$ cat src/rtl/morse_key_decoder.sv
// Morse keypad decoder: turns keypad releases into dots/dashes, decodes the
// buffered pattern to ASCII on commit and hands it out on a valid/ready port.
module morse_key_decoder #(
  parameter int         SYNC_STAGES = 2,
  parameter logic [3:0] KEY_DOT     = 4'h0,
  parameter logic [3:0] KEY_DASH    = 4'h1,
  parameter logic [3:0] KEY_COMMIT  = 4'hE,
  parameter logic [3:0] KEY_CLEAR   = 4'hF
) (
  input  logic       clk,
  input  logic       rst,
  input  logic [3:0] key_val,
  input  logic       key_flag,
  input  logic       char_ready,
  output logic [7:0] char_data,
  output logic       char_valid,
  output logic       char_err,
  output logic [2:0] sym_len,
  output logic [4:0] sym_code,
  output logic       key_drop
);

  typedef enum logic [1:0] {S_EMPTY, S_COLLECT, S_OVF, S_OUT} state_t;

  logic [SYNC_STAGES-1:0] sync_q;
  logic                   flag_s;
  logic                   flag_prev_q;
  logic [3:0]             key_lat_q;
  logic                   ev_q;
  logic [3:0]             ev_key_q;

  state_t     state_q, state_d;
  logic [2:0] sym_len_q, sym_len_d;
  logic [4:0] sym_code_q, sym_code_d;
  logic [7:0] char_data_q, char_data_d;
  logic       char_err_q, char_err_d;
  logic       char_valid_q, char_valid_d;
  logic       key_drop_q, key_drop_d;

  logic is_sym, is_commit, is_clear, sym_bit;

  // Returns {err, ascii}; unknown patterns decode to '?' with err set.
  function automatic logic [8:0] lookup(input logic [2:0] len, input logic [4:0] code);
    logic [7:0] k;
    k = {len, code};
    case (k)
      {3'd1, 5'b00000}: lookup = {1'b0, 8'h45};
      {3'd1, 5'b00001}: lookup = {1'b0, 8'h54};
      {3'd2, 5'b00000}: lookup = {1'b0, 8'h49};
      {3'd2, 5'b00001}: lookup = {1'b0, 8'h41};
      {3'd2, 5'b00010}: lookup = {1'b0, 8'h4E};
      {3'd2, 5'b00011}: lookup = {1'b0, 8'h4D};
      {3'd3, 5'b00000}: lookup = {1'b0, 8'h53};
      {3'd3, 5'b00001}: lookup = {1'b0, 8'h55};
      {3'd3, 5'b00010}: lookup = {1'b0, 8'h52};
      {3'd3, 5'b00011}: lookup = {1'b0, 8'h57};
      {3'd3, 5'b00100}: lookup = {1'b0, 8'h44};
      {3'd3, 5'b00101}: lookup = {1'b0, 8'h4B};
      {3'd3, 5'b00110}: lookup = {1'b0, 8'h47};
      {3'd3, 5'b00111}: lookup = {1'b0, 8'h4F};
      {3'd4, 5'b00000}: lookup = {1'b0, 8'h48};
      {3'd4, 5'b00001}: lookup = {1'b0, 8'h56};
      {3'd4, 5'b00010}: lookup = {1'b0, 8'h46};
      {3'd4, 5'b00100}: lookup = {1'b0, 8'h4C};
      {3'd4, 5'b00110}: lookup = {1'b0, 8'h50};
      {3'd4, 5'b00111}: lookup = {1'b0, 8'h4A};
      {3'd4, 5'b01000}: lookup = {1'b0, 8'h42};
      {3'd4, 5'b01001}: lookup = {1'b0, 8'h58};
      {3'd4, 5'b01010}: lookup = {1'b0, 8'h43};
      {3'd4, 5'b01011}: lookup = {1'b0, 8'h59};
      {3'd4, 5'b01100}: lookup = {1'b0, 8'h5A};
      {3'd4, 5'b01101}: lookup = {1'b0, 8'h51};
      {3'd5, 5'b11111}: lookup = {1'b0, 8'h30};
      {3'd5, 5'b01111}: lookup = {1'b0, 8'h31};
      {3'd5, 5'b00111}: lookup = {1'b0, 8'h32};
      {3'd5, 5'b00011}: lookup = {1'b0, 8'h33};
      {3'd5, 5'b00001}: lookup = {1'b0, 8'h34};
      {3'd5, 5'b00000}: lookup = {1'b0, 8'h35};
      {3'd5, 5'b10000}: lookup = {1'b0, 8'h36};
      {3'd5, 5'b11000}: lookup = {1'b0, 8'h37};
      {3'd5, 5'b11100}: lookup = {1'b0, 8'h38};
      {3'd5, 5'b11110}: lookup = {1'b0, 8'h39};
      default:          lookup = {1'b1, 8'h3F};
    endcase
  endfunction

  assign flag_s = sync_q[SYNC_STAGES-1];

  // Synchronizer, key latch and release detection; the event is registered
  // once more so the FSM acts SYNC_STAGES+1 edges after the flag is seen low.
  always_ff @(posedge clk or posedge rst) begin
    if (rst) begin
      sync_q      <= '0;
      flag_prev_q <= 1'b0;
      key_lat_q   <= 4'h0;
      ev_q        <= 1'b0;
      ev_key_q    <= 4'h0;
    end else begin
      sync_q      <= {sync_q[SYNC_STAGES-2:0], key_flag};
      flag_prev_q <= flag_s;
      if (flag_s) key_lat_q <= key_val;
      ev_q        <= flag_prev_q & ~flag_s;
      ev_key_q    <= key_lat_q;
    end
  end

  assign is_sym    = ev_q && ((ev_key_q == KEY_DOT) || (ev_key_q == KEY_DASH));
  assign sym_bit   = (ev_key_q == KEY_DASH);
  assign is_commit = ev_q && (ev_key_q == KEY_COMMIT);
  assign is_clear  = ev_q && (ev_key_q == KEY_CLEAR);

  always_ff @(posedge clk or posedge rst) begin
    if (rst) begin
      state_q      <= S_EMPTY;
      sym_len_q    <= 3'd0;
      sym_code_q   <= 5'd0;
      char_data_q  <= 8'h00;
      char_err_q   <= 1'b0;
      char_valid_q <= 1'b0;
      key_drop_q   <= 1'b0;
    end else begin
      state_q      <= state_d;
      sym_len_q    <= sym_len_d;
      sym_code_q   <= sym_code_d;
      char_data_q  <= char_data_d;
      char_err_q   <= char_err_d;
      char_valid_q <= char_valid_d;
      key_drop_q   <= key_drop_d;
    end
  end

  always_comb begin
    state_d      = state_q;
    sym_len_d    = sym_len_q;
    sym_code_d   = sym_code_q;
    char_data_d  = char_data_q;
    char_err_d   = char_err_q;
    char_valid_d = char_valid_q;
    key_drop_d   = 1'b0;
    case (state_q)
      S_EMPTY: begin
        if (is_sym) begin
          sym_len_d  = 3'd1;
          sym_code_d = {4'b0000, sym_bit};
          state_d    = S_COLLECT;
        end else if (is_commit) begin
          char_data_d  = 8'h20;
          char_err_d   = 1'b0;
          char_valid_d = 1'b1;
          state_d      = S_OUT;
        end
      end
      S_COLLECT: begin
        if (is_sym) begin
          if (sym_len_q < 3'd5) begin
            sym_code_d = {sym_code_q[3:0], sym_bit};
            sym_len_d  = sym_len_q + 3'd1;
          end else begin
            state_d = S_OVF;
          end
        end else if (is_commit) begin
          {char_err_d, char_data_d} = lookup(sym_len_q, sym_code_q);
          char_valid_d = 1'b1;
          sym_len_d    = 3'd0;
          sym_code_d   = 5'd0;
          state_d      = S_OUT;
        end else if (is_clear) begin
          sym_len_d  = 3'd0;
          sym_code_d = 5'd0;
          state_d    = S_EMPTY;
        end
      end
      S_OVF: begin
        if (is_commit) begin
          char_data_d  = 8'h3F;
          char_err_d   = 1'b1;
          char_valid_d = 1'b1;
          sym_len_d    = 3'd0;
          sym_code_d   = 5'd0;
          state_d      = S_OUT;
        end else if (is_clear) begin
          sym_len_d  = 3'd0;
          sym_code_d = 5'd0;
          state_d    = S_EMPTY;
        end
      end
      S_OUT: begin
        // Keys pressed while a character is pending are dropped, even on the handshake edge.
        if (is_sym || is_commit || is_clear) key_drop_d = 1'b1;
        if (char_valid_q && char_ready) begin
          char_valid_d = 1'b0;
          state_d      = S_EMPTY;
        end
      end
      default: state_d = S_EMPTY;
    endcase
  end

  always_comb begin
    char_data  = char_data_q;
    char_valid = char_valid_q;
    char_err   = char_err_q;
    sym_len    = sym_len_q;
    sym_code   = sym_code_q;
    key_drop   = key_drop_q;
  end

endmodule

$ cat config.mk
export PLATFORM = sky130hd
export DESIGN_NAME = morse_key_decoder
export DESIGN_NICKNAME = d
export VERILOG_FILES = /design/src/rtl/morse_key_decoder.sv
export SDC_FILE = /design/constraint.sdc
export NUM_CORES = 1
export LEC_CHECK = 0
export CAP_MARGIN = 20
export CORE_ASPECT_RATIO = 1.25
export CORE_MARGIN = 2
export CORE_UTILIZATION = 55
export CTS_CLUSTER_SIZE = 40
export DETAILED_ROUTE_END_ITERATION = 7
export DONT_BUFFER_PORTS = 1
export HOLD_SLACK_MARGIN = 0.05
export PLACE_DENSITY = 0.79
export SLEW_MARGIN = 20
export SYNTH_ARGS = -nofsm -noshare
export SYNTH_HDL_FRONTEND = slang
export SYNTH_SLANG_ARGS = --single-unit
$ cat constraint.sdc
create_clock -name clk -period 2.4 [get_ports clk]
set_input_delay 0.24 -clock clk [delete_from_list [all_inputs] [get_ports clk]]
set_output_delay 0.24 -clock clk [all_outputs]
set_load 0.005 [all_outputs]
Word level (Yosys, flattened, before mapping)
Index checks and enable logic that the tools add are counted.
{ "op_classes": {"n_addsub": 1, "eq_ne": 53, "muxes": 39, "n_bitwise": 2, "n_reduce_logical": 15, "n_lt_le_gt_ge": 1} }
{ "op_table": {"columns": ["op", "count"], "rows": [
  ["9-bit one-hot mux with 36 select lines", 1],
  ["8-bit equality test, second input constant", 22],
  ["8-bit by 7-bit equality test with 1-bit output, second input constant", 12],
  ["8-bit two-way mux", 5],
  ["5-bit two-way mux", 5],
  ["8-bit one-hot mux with 3 select lines", 1],
  ["8-bit by 6-bit equality test with 1-bit output, second input constant", 2],
  ["2-bit != test, second input constant", 8],
  ["3-bit two-way mux", 5],
  ["5-bit one-hot mux with 3 select lines", 1],
  ["2-bit two-way mux", 7],
  ["1-bit two-way mux", 10],
  ["3-bit != test, second input constant", 3],
  ["3-bit one-hot mux with 3 select lines", 1],
  ["4-bit equality test, second input constant", 2],
  ["2-bit one-hot mux with 4 select lines", 1],
  ["1-bit one-hot mux with 3 select lines", 2],
  ["3-bit AND reduction", 2],
  ["6-bit AND reduction", 1],
  ["2-bit equality test, second input constant", 2],
  ["4-bit by 1-bit equality test with 1-bit output, second input constant", 1],
  ["1-bit logical AND", 4],
  ["4-bit logical NOT", 1],
  ["3-bit by 1-bit adder with 3-bit output, second input constant", 1],
  ["9 further kinds", 11]
]} }
{ "word_totals": {"in_bits": 8, "regBits": 33, "wordCells": 123} }

Longest topological paths before layout
{ "depth": {"depth_word": 7, "mapped_depth": 8, "depth_no_buf": 6} }

Worst setup path before layout
OpenSTA, ideal clock, no wires.
{ "synth_path": {"kind": "flip-flop to flip-flop", "start": "register state_q[1]", "end": "register char_data_q[0] (netlist: char_data[0])", "t_arrival_ns": 1.926, "stages_incl_launch_ff": 7, "setup_ns": 0.088, "n_path_buf": 0, "t_required_ns": 2.312, "slack_ns": 0.386, "cell_sequence": "dfrtp_1 > inv_1 > ha_1 > or2b_2 > nor3_1 > o31ai_1 > o211ai_1"} }
{ "synth_between": {"elab_chain_cells": 3, "word_cells_on_any_way": 11, "cone_classes": "eq/ne: 7; mux: 1; reduce/logical: 3"} }
{ "synth_rtl": {"columns": ["item", "line", "text"], "rows": [
  ["start, declared", "32", "state_t state_q, state_d;"],
  ["start signal, assigned", "122", "state_q <= state_d;"],
  ["2-bit by 1-bit equality test with 1-bit output, or another cell as far along", "140", "case (state_q)"],
  ["2-bit != test (no line) or 3-bit nonzero test (tied branches)", null, null],
  ["6-bit AND reduction (no line)", null, null],
  ["end signal, assigned", "125", "char_data_q <= char_data_d;"],
  ["end, declared", "35", "logic [7:0] char_data_q, char_data_d;"]
]} }
Parallel ways exist; a longest one is shown, timed or not.
A chain may end at the register's enable or synchronous reset.

Final worst setup path
{ "layout_path": {"start": "register sym_code_q[2] (netlist: sym_code[2])", "end": "register char_data_q[4] (netlist: char_data[4])"} }
{ "layout_between": {"elab_chain_cells": 5, "word_cells_on_any_way": 40, "cone_classes": "eq/ne: 36; mux: 4"} }
{ "layout_rtl": {"columns": ["item", "line", "text"], "rows": [
  ["start, declared", "34", "logic [4:0] sym_code_q, sym_code_d;"],
  ["start signal, assigned", "124", "sym_code_q <= sym_code_d;"],
  ["8-bit equality test, or another cell as far along", "46", "case (k)"],
  ["9-bit one-hot mux with 36 select lines (*)", "46", null],
  ["8-bit two-way mux (*)", "161", "end else if (is_commit) begin"],
  ["8-bit two-way mux (*)", "154", "if (is_sym) begin"],
  ["8-bit one-hot mux with 3 select lines (*)", "140", null]
]} }
Mark *: on every way between the ends. The rest lies on a longest branch, timed or not. The select of a mux whose other input is x is not followed.

==> impl_metrics.csv <==
group,metric,value,unit
timing,max_freq,456,MHz
yosys,syn_inst,255,
yosys,synthTopCellsByArea,"dfrtp_1 (33%), clkbuf_8 (5.2%), nand2_1 (3.4%)",
placement,placed_cells,309,
yosys,syn_area_per_cell,9.40,um^2
yosys,synth_compound_area_frac,0.262,
route,firstDrtPassIters,6,
global_routing,overflow,0,
final_layout,layout_commonest_cell,"dfrtp_1",
global_routing,use_met3,0.0594,
yosys,ys_seq_area_frac,0.334,
yosys,ys_types,67,
yosys,muxShareOfSynthArea,0.0230,
global_routing,grt_pass1_wl,10.1,mm
die,start_util,0.580,
route,drt_wl_total,5.91,mm
die,core-area,4130,um^2
yosys,ys_ff_latch,32,
timing,post-route-period-util,0.913,
timing,setup_viol,0,
timing,setup_tns,0,ns
global_routing,grt_max_degree,33,
global_routing,met1_usage,0.312,
final_layout,final_layout_size_suffix_gt1_frac,0.167,
clock_network,clk_path_buf_depth,2,
power,peakVddDrop,0.676,mV
global_routing,antenna_found_initial,0,
global_routing,grt_pass1_vias,2016,
clock_network,cts_setup_buffers,0,
global_routing,grt_use_total,0.261,
die,die_y,77.8,um
timing,maxSlewHeadroom,0.624,
timing,fin_worst_skew,0.00694,ns
yosys,syn_area,2400,um^2
yosys,synth_nets,268,
timing,fin_crit,2.19,ns
clock_network,cts_sinks,32,
final_layout,antenna_cells,0,
clock_network,cts_made_buffers,5,
yosys,synth_top_area_frac,0.334,
final_layout,stdcell_count,319,
power,powerDensity,881,nW/um^2
yosys,synth_top_family_by_area,"compound AO/OA/AOI/OAI gates",
route,drc,0,
clock_network,cts-root-buf,"clkbuf_8",
hold_path,min_path_type,"in2reg",
final_layout,layout_common_cells,"dfrtp_1 (32), nand2_1 (22), buf_4 (21)",
placement,dp_hpwl,4.31,mm
final_layout,nNetsFinal,275,
route,drt_iter0_drc,291,
yosys,ys.flop_type,"dfrtp_1",
global_routing,use_met2,0.446,
clock_network,cts_htree_levels,2,
status,status,"finished clean",
clock_network,cts_tree,"done",
clock_network,insertion_delay,0.29,ns
yosys,synthArstFlopShare,1.00,
route,antenna_left,0,
setup_path,crit_fanout,14,
timing,final_max_slew_viol_count,0,
die,ios,27,
yosys,synthXorXnorAreaFrac,0.0110,
yosys,yosysWarnings,0,
route,vias,2119,
setup_path,cp-end-kind,"flip-flop",
global_routing,top_usage_layer,"met2",
yosys,synth_edf_count,0,
setup_path,crit_type,"reg2reg",
die,num_rows,26,
die,die_w,63.0,um
timing,worstMarginPinSlew,0.550,ns
route,viasPerCell,6.64,
timing,hold_violations,0,
setup_path,crit_arrival,2.37,ns
placement,numPortBuffers,0,
yosys,yosysTopAreaCell,"dfrtp_1",
final_layout,syn_to_final_growth,5.07,%
placement,gp_congestion,1.00,
setup_path,critPathRequiredTime,2.58,ns
die,dieArea,4900,um^2
clock_network,path_clk_slew,0.07,ns
route,routedWlPerCell,18.5,um
timing,rsz0062_at_grt,"false",
job,maxCapViolCount,0,
power,leakage,0.996,nW
setup_path,cp-start-kind,"flip-flop",
yosys,synthAdderAreaFrac,0.0261,
yosys,synth-simple-area-share,0.242,
==> cell usage after synthesis (3+ instances only) <==
| master | number |
|---|---|
| nand4_1 | 5 |
| a22o_1 | 5 |
| and3_1 | 4 |
| o21bai_1 | 3 |
| xnor2_1 | 3 |
| a2111oi_0 | 3 |
| nand2b_1 | 4 |
| ha_1 | 5 |
| nor2b_1 | 8 |
| o41ai_1 | 3 |
| a32o_1 | 5 |
| buf_6 | 4 |
| dfrtp_1 | 32 |
| nor2_1 | 13 |
| mux2_2 | 4 |
| nor3_1 | 7 |
| a21oi_1 | 8 |
| nand2_1 | 22 |
| nor4b_1 | 4 |
| nand3_1 | 7 |
| clkbuf_8 | 9 |
| nor3b_1 | 4 |
| a21o_1 | 5 |
| o211ai_1 | 9 |
| inv_1 | 6 |
| nand4b_1 | 3 |
| a22oi_1 | 3 |
| buf_2 | 3 |
| clkbuf_1 | 4 |
| and3b_1 | 3 |
| o21ai_0 | 13 |
==> layer usage <==
metal	up-vias	part of all wire	wire length [um]
met3	14	0.063	373
met2	95	0.51	3010
met1	1021	0.40	2380
met5	-	0	0
met4	0	0.024	142
li1	989	-	-
==> timing repair <==
item / in CTS / in global routing
hold buffers: 2 / 0
endpoints found under the hold margin: 33 / 0
gates resized for setup: 0 / 0
==> kinds of logic after synthesis <==
kind of cell | count (synthesis)
AOI/OAI and AO/OA | 81
xor gates and xnor gates | 3
adders and majority gates | 5
buffers and inverters | 29
DFF | 32
muxes | 5
other | 1
and+or+nand+nor | 99
==> final timing paths <==
path	from	to	slack, ns	depth (start not counted)
worst min register to register	sync_q[0]	sync_q[1]	0.35	0
worst max register to register	sym_code[2]	char_data[4]	0.21	5
min in group asynchronous	rst	sync_q[0]	0.48	3
worst min-delay path	key_val[0]	key_lat_q[0]	0.10	1
worst max-delay path	sym_code[2]	char_data[4]	0.21	5
max in group asynchronous	rst	sym_code[0]	1.64	3
==> cell type report <==
cell class              instances  area (um^2)
inverters                       6         22.5
clock buffers                   5         68.8
clock inverters                 3         23.8
fillers                       360         1610
multi-input cells             194         1350
well taps                      56         70.1
flip-flops and latches         32          801
repair buffers                 23          178
==> power by group <==
| part | switching [mW] | internal (mW) |
|---|---|---|
| logic | 0.625 | 0.443 |
| clock network | 0.214 | 0.205 |
| registers | 0.112 | 0.617 |
==> sequential cells by signal (all words and copies together) (netlist names) <==
name         flops
key_drop         1
key_lat_q        4
char_valid       1
ev_q             1
flag_prev_q      1
sync_q           2
char_err         1
char_data        7
sym_code         5
state_q          2
sym_len          3
ev_key_q         4
==> stage by stage <==
| stage | hold slack (ns) | cell area (um^2) | setup WS (ns) | util | power [mW] |
|---|---|---|---|---|---|
| after floorplan | 0.271 | 2400 | 0.386 | - | 1.54 |
| after global placement | 0.235 | 2400 | 0.316 | 0.582 | 1.75 |
| after detailed placement | 0.237 | 2400 | 0.257 | 0.582 | 1.79 |
| after CTS | 0.101 | 2520 | 0.253 | 0.609 | 2.21 |
| after global routing | 0.0886 | 2520 | 0.0228 | 0.609 | 2.38 |
| final | 0.104 | 2520 | 0.209 | 0.609 | 2.22 |
==> worst max-delay path, stage by stage, from the launching register on <==
cell,delay (ns)
dfrtp_1,0.64
nor2b_1,0.54
a22o_1,0.31
a22oi_1,0.12
a311o_1,0.29
a22o_1,0.17
Note: power is estimated with default switching activity, not from simulation.
